## src/rtl/pong_pkg.sv

```systemverilog
// Shared Pong types and geometry for the game-logic stage and the render wrappers.
package pong_pkg;

  typedef logic [10:0]        coord_t;
  typedef logic signed [11:0] step_t;

  typedef enum logic [2:0] {IDLE, SERVE, PLAY, SCORED, OVER} ball_state_e;

  localparam int unsigned SCREEN_W    = 800;
  localparam int unsigned SCREEN_H    = 600;
  localparam int unsigned BALL_SIZE   = 8;
  localparam int unsigned PADDLE_W    = 8;
  localparam int unsigned PADDLE_H    = 80;
  localparam int unsigned P1_X        = 40;
  localparam int unsigned P2_X        = 752;
  localparam int unsigned SPEED       = 4;
  localparam int unsigned MAX_SPEED   = 8;
  localparam int unsigned SERVE_DELAY = 60;
  localparam int unsigned WIN_SCORE   = 7;

  localparam coord_t CENTRE_X = coord_t'((SCREEN_W - BALL_SIZE) / 2);
  localparam coord_t CENTRE_Y = coord_t'((SCREEN_H - BALL_SIZE) / 2);

  localparam step_t ZERO_S = '0;
  localparam step_t X_MAX  = step_t'(SCREEN_W - BALL_SIZE);
  localparam step_t Y_MAX  = step_t'(SCREEN_H - BALL_SIZE);
  localparam step_t L_FACE = step_t'(P1_X + PADDLE_W);
  localparam step_t R_FACE = step_t'(P2_X - BALL_SIZE);

endpackage

```

## src/rtl/paddle_hit.sv

```systemverilog
// Vertical overlap test between the ball square and one paddle.
module paddle_hit
  import pong_pkg::*;
(
  input  logic [10:0] ball_y_i,
  input  logic [10:0] paddle_y_i,
  output logic        hit_o
);

  // One extra bit so paddle_y + PADDLE_H cannot wrap.
  logic [11:0] by, py;

  assign by    = {1'b0, ball_y_i};
  assign py    = {1'b0, paddle_y_i};
  assign hit_o = ((by + 12'(BALL_SIZE)) > py) && (by < (py + 12'(PADDLE_H)));

endmodule

```

## src/rtl/ball_engine.sv

```systemverilog
// Pong ball/score engine, advanced once per frame. Define BALL_SPEEDUP_EN to
// make each paddle hit raise the ball speed up to MAX_SPEED.
module ball_engine
  import pong_pkg::*;
(
  input  logic        clock,
  input  logic        reset,
  input  logic        frame_tick,
  input  logic        start,
  input  logic [10:0] p1_y,
  input  logic [10:0] p2_y,
  output logic [10:0] ball_x,
  output logic [10:0] ball_y,
  output logic [3:0]  score_p1,
  output logic [3:0]  score_p2,
  output logic        point,
  output logic        game_over
);

  localparam logic [3:0] SPEED_INIT = 4'(SPEED);
  localparam logic [5:0] SERVE_INIT = 6'(SERVE_DELAY);
  localparam logic [3:0] WIN        = 4'(WIN_SCORE);

  ball_state_e state_q;
  coord_t      x_q, y_q;
  logic        dir_x_q, dir_y_q;
  logic [3:0]  speed_q, score_p1_q, score_p2_q;
  logic [5:0]  timer_q;
  logic        point_q, game_over_q;

  step_t      x_s, y_s, spd, nx, ny, y_c_d;
  logic       dir_y_d, ov_l, ov_r, hit_l, hit_r, miss_l, miss_r;
  logic [3:0] speed_hit_d;

  always_comb begin
    x_s     = {1'b0, x_q};
    y_s     = {1'b0, y_q};
    spd     = {8'b0, speed_q};
    nx      = dir_x_q ? x_s + spd : x_s - spd;
    ny      = dir_y_q ? y_s + spd : y_s - spd;
    y_c_d   = ny;
    dir_y_d = dir_y_q;
    if (ny <= ZERO_S) begin
      y_c_d   = ZERO_S;
      dir_y_d = 1'b1;
    end else if (ny >= Y_MAX) begin
      y_c_d   = Y_MAX;
      dir_y_d = 1'b0;
    end
  end

  paddle_hit u_hit_p1 (.ball_y_i(y_c_d[10:0]), .paddle_y_i(p1_y), .hit_o(ov_l));
  paddle_hit u_hit_p2 (.ball_y_i(y_c_d[10:0]), .paddle_y_i(p2_y), .hit_o(ov_r));

  // The face-side position checks stop a ball already behind a paddle from being returned.
  assign hit_l  = !dir_x_q && (x_s >= L_FACE) && (nx <= L_FACE) && ov_l;
  assign hit_r  =  dir_x_q && (x_s <= R_FACE) && (nx >= R_FACE) && ov_r;
  assign miss_l = nx <= ZERO_S;
  assign miss_r = nx >= X_MAX;

`ifdef BALL_SPEEDUP_EN
  assign speed_hit_d = (speed_q >= 4'(MAX_SPEED)) ? 4'(MAX_SPEED) : speed_q + 4'd1;
`else
  assign speed_hit_d = SPEED_INIT;
`endif

  always_ff @(posedge clock) begin
    if (reset) begin
      state_q     <= IDLE;
      x_q         <= CENTRE_X;
      y_q         <= CENTRE_Y;
      dir_x_q     <= 1'b1;
      dir_y_q     <= 1'b1;
      speed_q     <= SPEED_INIT;
      timer_q     <= '0;
      score_p1_q  <= '0;
      score_p2_q  <= '0;
      point_q     <= 1'b0;
      game_over_q <= 1'b0;
    end else begin
      point_q <= 1'b0;
      unique case (state_q)
        IDLE: if (start) begin
          state_q <= SERVE;
          timer_q <= SERVE_INIT;
        end
        SERVE: if (frame_tick) begin
          if (timer_q == 6'd1) state_q <= PLAY;
          else                 timer_q <= timer_q - 6'd1;
        end
        PLAY: if (frame_tick) begin
          y_q     <= y_c_d[10:0];
          dir_y_q <= dir_y_d;
          if (hit_l) begin
            x_q     <= L_FACE[10:0];
            dir_x_q <= 1'b1;
            speed_q <= speed_hit_d;
          end else if (hit_r) begin
            x_q     <= R_FACE[10:0];
            dir_x_q <= 1'b0;
            speed_q <= speed_hit_d;
          end else if (miss_l || miss_r) begin
            // Scoring is committed here so point is high exactly during SCORED.
            state_q <= SCORED;
            point_q <= 1'b1;
            x_q     <= CENTRE_X;
            y_q     <= CENTRE_Y;
            speed_q <= SPEED_INIT;
            dir_x_q <= miss_r;
            if (miss_l) score_p2_q <= score_p2_q + 4'd1;
            else        score_p1_q <= score_p1_q + 4'd1;
          end else begin
            x_q <= nx[10:0];
          end
        end
        SCORED: begin
          if (score_p1_q == WIN || score_p2_q == WIN) begin
            state_q     <= OVER;
            game_over_q <= 1'b1;
          end else begin
            state_q <= SERVE;
            timer_q <= SERVE_INIT;
          end
        end
        OVER: if (start) begin
          state_q     <= SERVE;
          timer_q     <= SERVE_INIT;
          score_p1_q  <= '0;
          score_p2_q  <= '0;
          game_over_q <= 1'b0;
        end
        default: state_q <= IDLE;
      endcase
    end
  end

  assign ball_x    = x_q;
  assign ball_y    = y_q;
  assign score_p1  = score_p1_q;
  assign score_p2  = score_p2_q;
  assign point     = point_q;
  assign game_over = game_over_q;

endmodule
```

## config.mk

```make
export PLATFORM = sky130hd
export DESIGN_NAME = ball_engine
export DESIGN_NICKNAME = d
export VERILOG_FILES = /design/src/rtl/pong_pkg.sv /design/src/rtl/paddle_hit.sv /design/src/rtl/ball_engine.sv
export SDC_FILE = /design/constraint.sdc
export NUM_CORES = 1
export LEC_CHECK = 0
export BUFFER_PORTS_ARGS = -buffer_cell sky130_fd_sc_hd__buf_2
export CAP_MARGIN = 25
export CELL_PAD_IN_SITES_DETAIL_PLACEMENT = 0
export CELL_PAD_IN_SITES_GLOBAL_PLACEMENT = 1
export CORE_MARGIN = 3
export CORE_UTILIZATION = 44
export CTS_CLUSTER_SIZE = 20
export DETAILED_ROUTE_END_ITERATION = 10
export PLACE_DENSITY = 0.81
export SYNTH_ARGS = -nofsm -noshare
export SYNTH_HDL_FRONTEND = slang
export SYNTH_SLANG_ARGS = --single-unit
```

## constraint.sdc

```tcl
create_clock -name clock -period 6.36 [get_ports clock]
set_clock_uncertainty 0.1 [all_clocks]
set_input_delay 0.636 -clock clock [delete_from_list [all_inputs] [get_ports clock]]
set_output_delay 0.636 -clock clock [all_outputs]
set_load 0.01 [all_outputs]
```

==> impl_metrics.env <==
export IMPL_outcome="complete, no violations"
export IMPL_hold_class="reg -> reg"
export IMPL_placed_cells=727
export IMPL_num_fill_cells=952
export IMPL_die_w_um=104.8
export IMPL_drive_above_1_share_pct=15.93
export IMPL_n_antenna_cell=0
export IMPL_die_h_um=104.8
export IMPL_max_stage_delay_ns=0.51
export IMPL_worstPathArrival_ns=5.99
export IMPL_row_count=35
export IMPL_die_area_um2=10970
export IMPL_p_leak_nw=2.200
export IMPL_utilization_pct=52.06
export IMPL_worstSetupPathType="reg -> reg"
export IMPL_start_kind="register"
export IMPL_ys_ff_latch=41
export IMPL_port_buffers=55
export IMPL_track_usage_pct=20.19
export IMPL_cellPowerDensity_nw_per_um2=114.0
export IMPL_drt_wl_total_mm=11.24
export IMPL_cts_root_buf="clkbuf_8"
export IMPL_dr_pass1_iters=5
export IMPL_avgSynthCellArea_um2=7.860
export IMPL_finalNetCount=700
export IMPL_multi_input_area_um2=3298
export IMPL_grt_pass1_wl_mm=18.95
export IMPL_antenna_found_initial=0
export IMPL_gp_congestion=0.9419
export IMPL_final_cell_area_um2=4878
export IMPL_fin_cells=738
export IMPL_overflow=0
export IMPL_cap_viol_max_count=0
export IMPL_clk_pin_slew_ns=0.08
export IMPL_cp_slowest_cell="a2111o_1"
export IMPL_worstMarginPinSlew_ns=0.7703
export IMPL_netlist_area_um2=4292
export IMPL_routed_via_density=5.663
export IMPL_wl_per_cell_um=15.23
export IMPL_dp_hpwl_mm=9.083
export IMPL_slew_viol_final=0
export IMPL_final_min_clock_period_ns=5.940
export IMPL_syn_inst=546
export IMPL_ioPinCount=58
export IMPL_fmax_ghz=0.1684
export IMPL_clock_latency_ns=0.29
export IMPL_drtIter0Drc=155
export IMPL_hold_viol=0
export IMPL_synthArstFlopShare_pct=0
export IMPL_fp_coreArea_um2=9371
export IMPL_clock_path_buffers=2
export IMPL_worstSetupEndpointType="register"
export IMPL_ant_nets=0
export IMPL_cts_made_buffers=5
export IMPL_first_global_vias=4001
export IMPL_synth_edff_count=0
export IMPL_clock_sinks=41
export IMPL_synth_cell_types=74
export IMPL_max_slew_margin_pct=48.53
export IMPL_yosysWarnings=0
export IMPL_dpl_cell_area_um2=4740
export IMPL_fin_crit_sh_pct=93.39
export IMPL_drc_errors=0
export IMPL_peakVddDrop_v=0.00009835
export IMPL_synthFlopType="dfxtp_1"
export IMPL_setup_viol=0
export IMPL_seq_area_frac_synth_pct=19.13
export IMPL_seq_area_um2=820.8
export IMPL_critPathMaxFanout=9
export IMPL_start_util_pct=45.79
export IMPL_cp_required_ns=6.41
export IMPL_area_growth_syn_to_layout_pct=13.67
export IMPL_grt_max_degree=30
export IMPL_cts_tree="done"
export IMPL_dr_total_vias=4179
export IMPL_hold_slack_ns=0.3760
export IMPL_cts_htree_levels=2
-- layer usage --
metal	up-vias	GRT usage [%]	wire (um)
li1	2149	-	-
met1	1957	27.11	5380
met2	65	34.92	5390
met3	8	2.841	376
met4	0	3.280	91
met5	-	0	0
-- synthesized netlist by cell type, types with 3 or more instances --
cell type	n	area (um^2)
a211o_1	6	52.55
a211oi_1	5	37.54
a21boi_0	4	30.03
a21o_1	8	60.06
a21oi_1	42	210.2
a22o_1	3	26.28
a31oi_1	6	37.54
a32oi_1	3	26.28
and2_1	8	50.05
and3_1	3	18.77
clkbuf_1	12	45.04
dfxtp_1	41	820.8
ha_1	64	800.8
inv_1	42	157.7
nand2_1	28	105.1
nand2b_1	9	56.30
nand3_1	16	80.08
nand3b_1	3	22.52
nand4_1	9	56.30
nor2_1	44	165.2
nor2b_1	10	62.56
nor3_1	14	70.07
nor3b_1	3	22.52
nor4_1	8	50.05
nor4b_1	4	35.03
o2111ai_1	3	26.28
o211ai_1	6	45.04
o21a_1	9	67.56
o21ai_0	30	150.1
o21ai_1	7	35.03
o22ai_1	4	25.02
o31ai_1	4	30.03
o32a_1	3	30.03
or3_1	7	43.79
or4_1	3	22.52
xnor2_1	18	157.7
xor2_1	7	61.31
-- area by class of cell --
class | instances | share of cell area, %
repair buffers | 65 | 7.181
clock buffers | 5 | 1.411
well taps | 129 | 3.309
multi-input cells | 453 | 67.61
inverters | 42 | 3.309
flip-flops and latches | 41 | 16.82
clock inverters | 3 | 0.3591
-- flip-flops by register name (all words and copies together) (netlist names), 3 cells and up --
name and count:
ball_x 9, ball_y 11, score_p1 4, score_p2 4, state_q 3, timer_q 6
-- worst max-delay path: cells and delay by family (launching register included) --
family / cells / cell delay (ns)
flip-flops: 1 / 0.37
AO/OA/AOI/OAI: 11 / 2.60
buffers and inverters: 2 / 0.33
adder cells (fa/ha/maj): 3 / 0.92
XOR/XNOR: 1 / 0.18
AND/OR/NAND/NOR: 8 / 1.29
-- metrics by stage --
step / TNS (ns) / power (W) / setup WS (ns)
final: 0 / 0.0005560 / 0.4204
after global routing: -0.02457 / 0.0005929 / -0.01753
after CTS: 0 / 0.0005620 / 0.1823
after detailed placement: 0 / 0.0003924 / 0.2071
after global placement: 0 / 0.0003894 / 0.3917
after floorplan: 0 / 0.0003611 / 0.8007
-- path summary, 6_finish.rpt --
check	endpoint	slack [ns]	startpoint	cells past startpoint
setup / recovery	dir_x_q	0.42	dir_y_q	25
hold / removal	timer_q[1]	0.38	timer_q[1]	2
setup reg to reg	dir_x_q	0.42	dir_y_q	25
hold reg to reg	timer_q[1]	0.38	timer_q[1]	2
-- layout by cell type, fill, tap and decap left out, drive strengths merged, types with 10 or more instances in the layout --
cell type,n
a21oi,43
buf,65
dfxtp,41
ha,64
inv,41
nand2,29
nand3,16
nor2,45
nor2b,10
nor3,15
o21ai,37
xnor2,18
-- cells by family after synthesis --
group | Yosys count | synth area share (%)
AO/OA/AOI/OAI | 173 | 27.87
XOR/XNOR | 25 | 5.102
other | 1 | 0.08738
buffers and inverters | 57 | 5.189
multiplexers | 2 | 0.4665
flip-flops | 41 | 19.13
AND/OR/NAND/NOR | 181 | 22.57
adder cells (fa/ha/maj) | 66 | 19.59
-- power breakdown --
group | internal, W | switching (W)
clock | 0.0000758 | 0.0000931
combinational | 0.0000497 | 0.0000633
sequential | 0.000264 | 0.0000100
total | 0.000390 | 0.000166
-- timing repair --
action / CTS / global route
setup endpoints to repair: 0 / 28
hold buffers: 0 / 0
setup buffers: 0 / 3
resized for setup: 0 / 8
endpoints found under the hold margin: 0 / 0
Note: power is estimated with default switching activity, not from simulation.
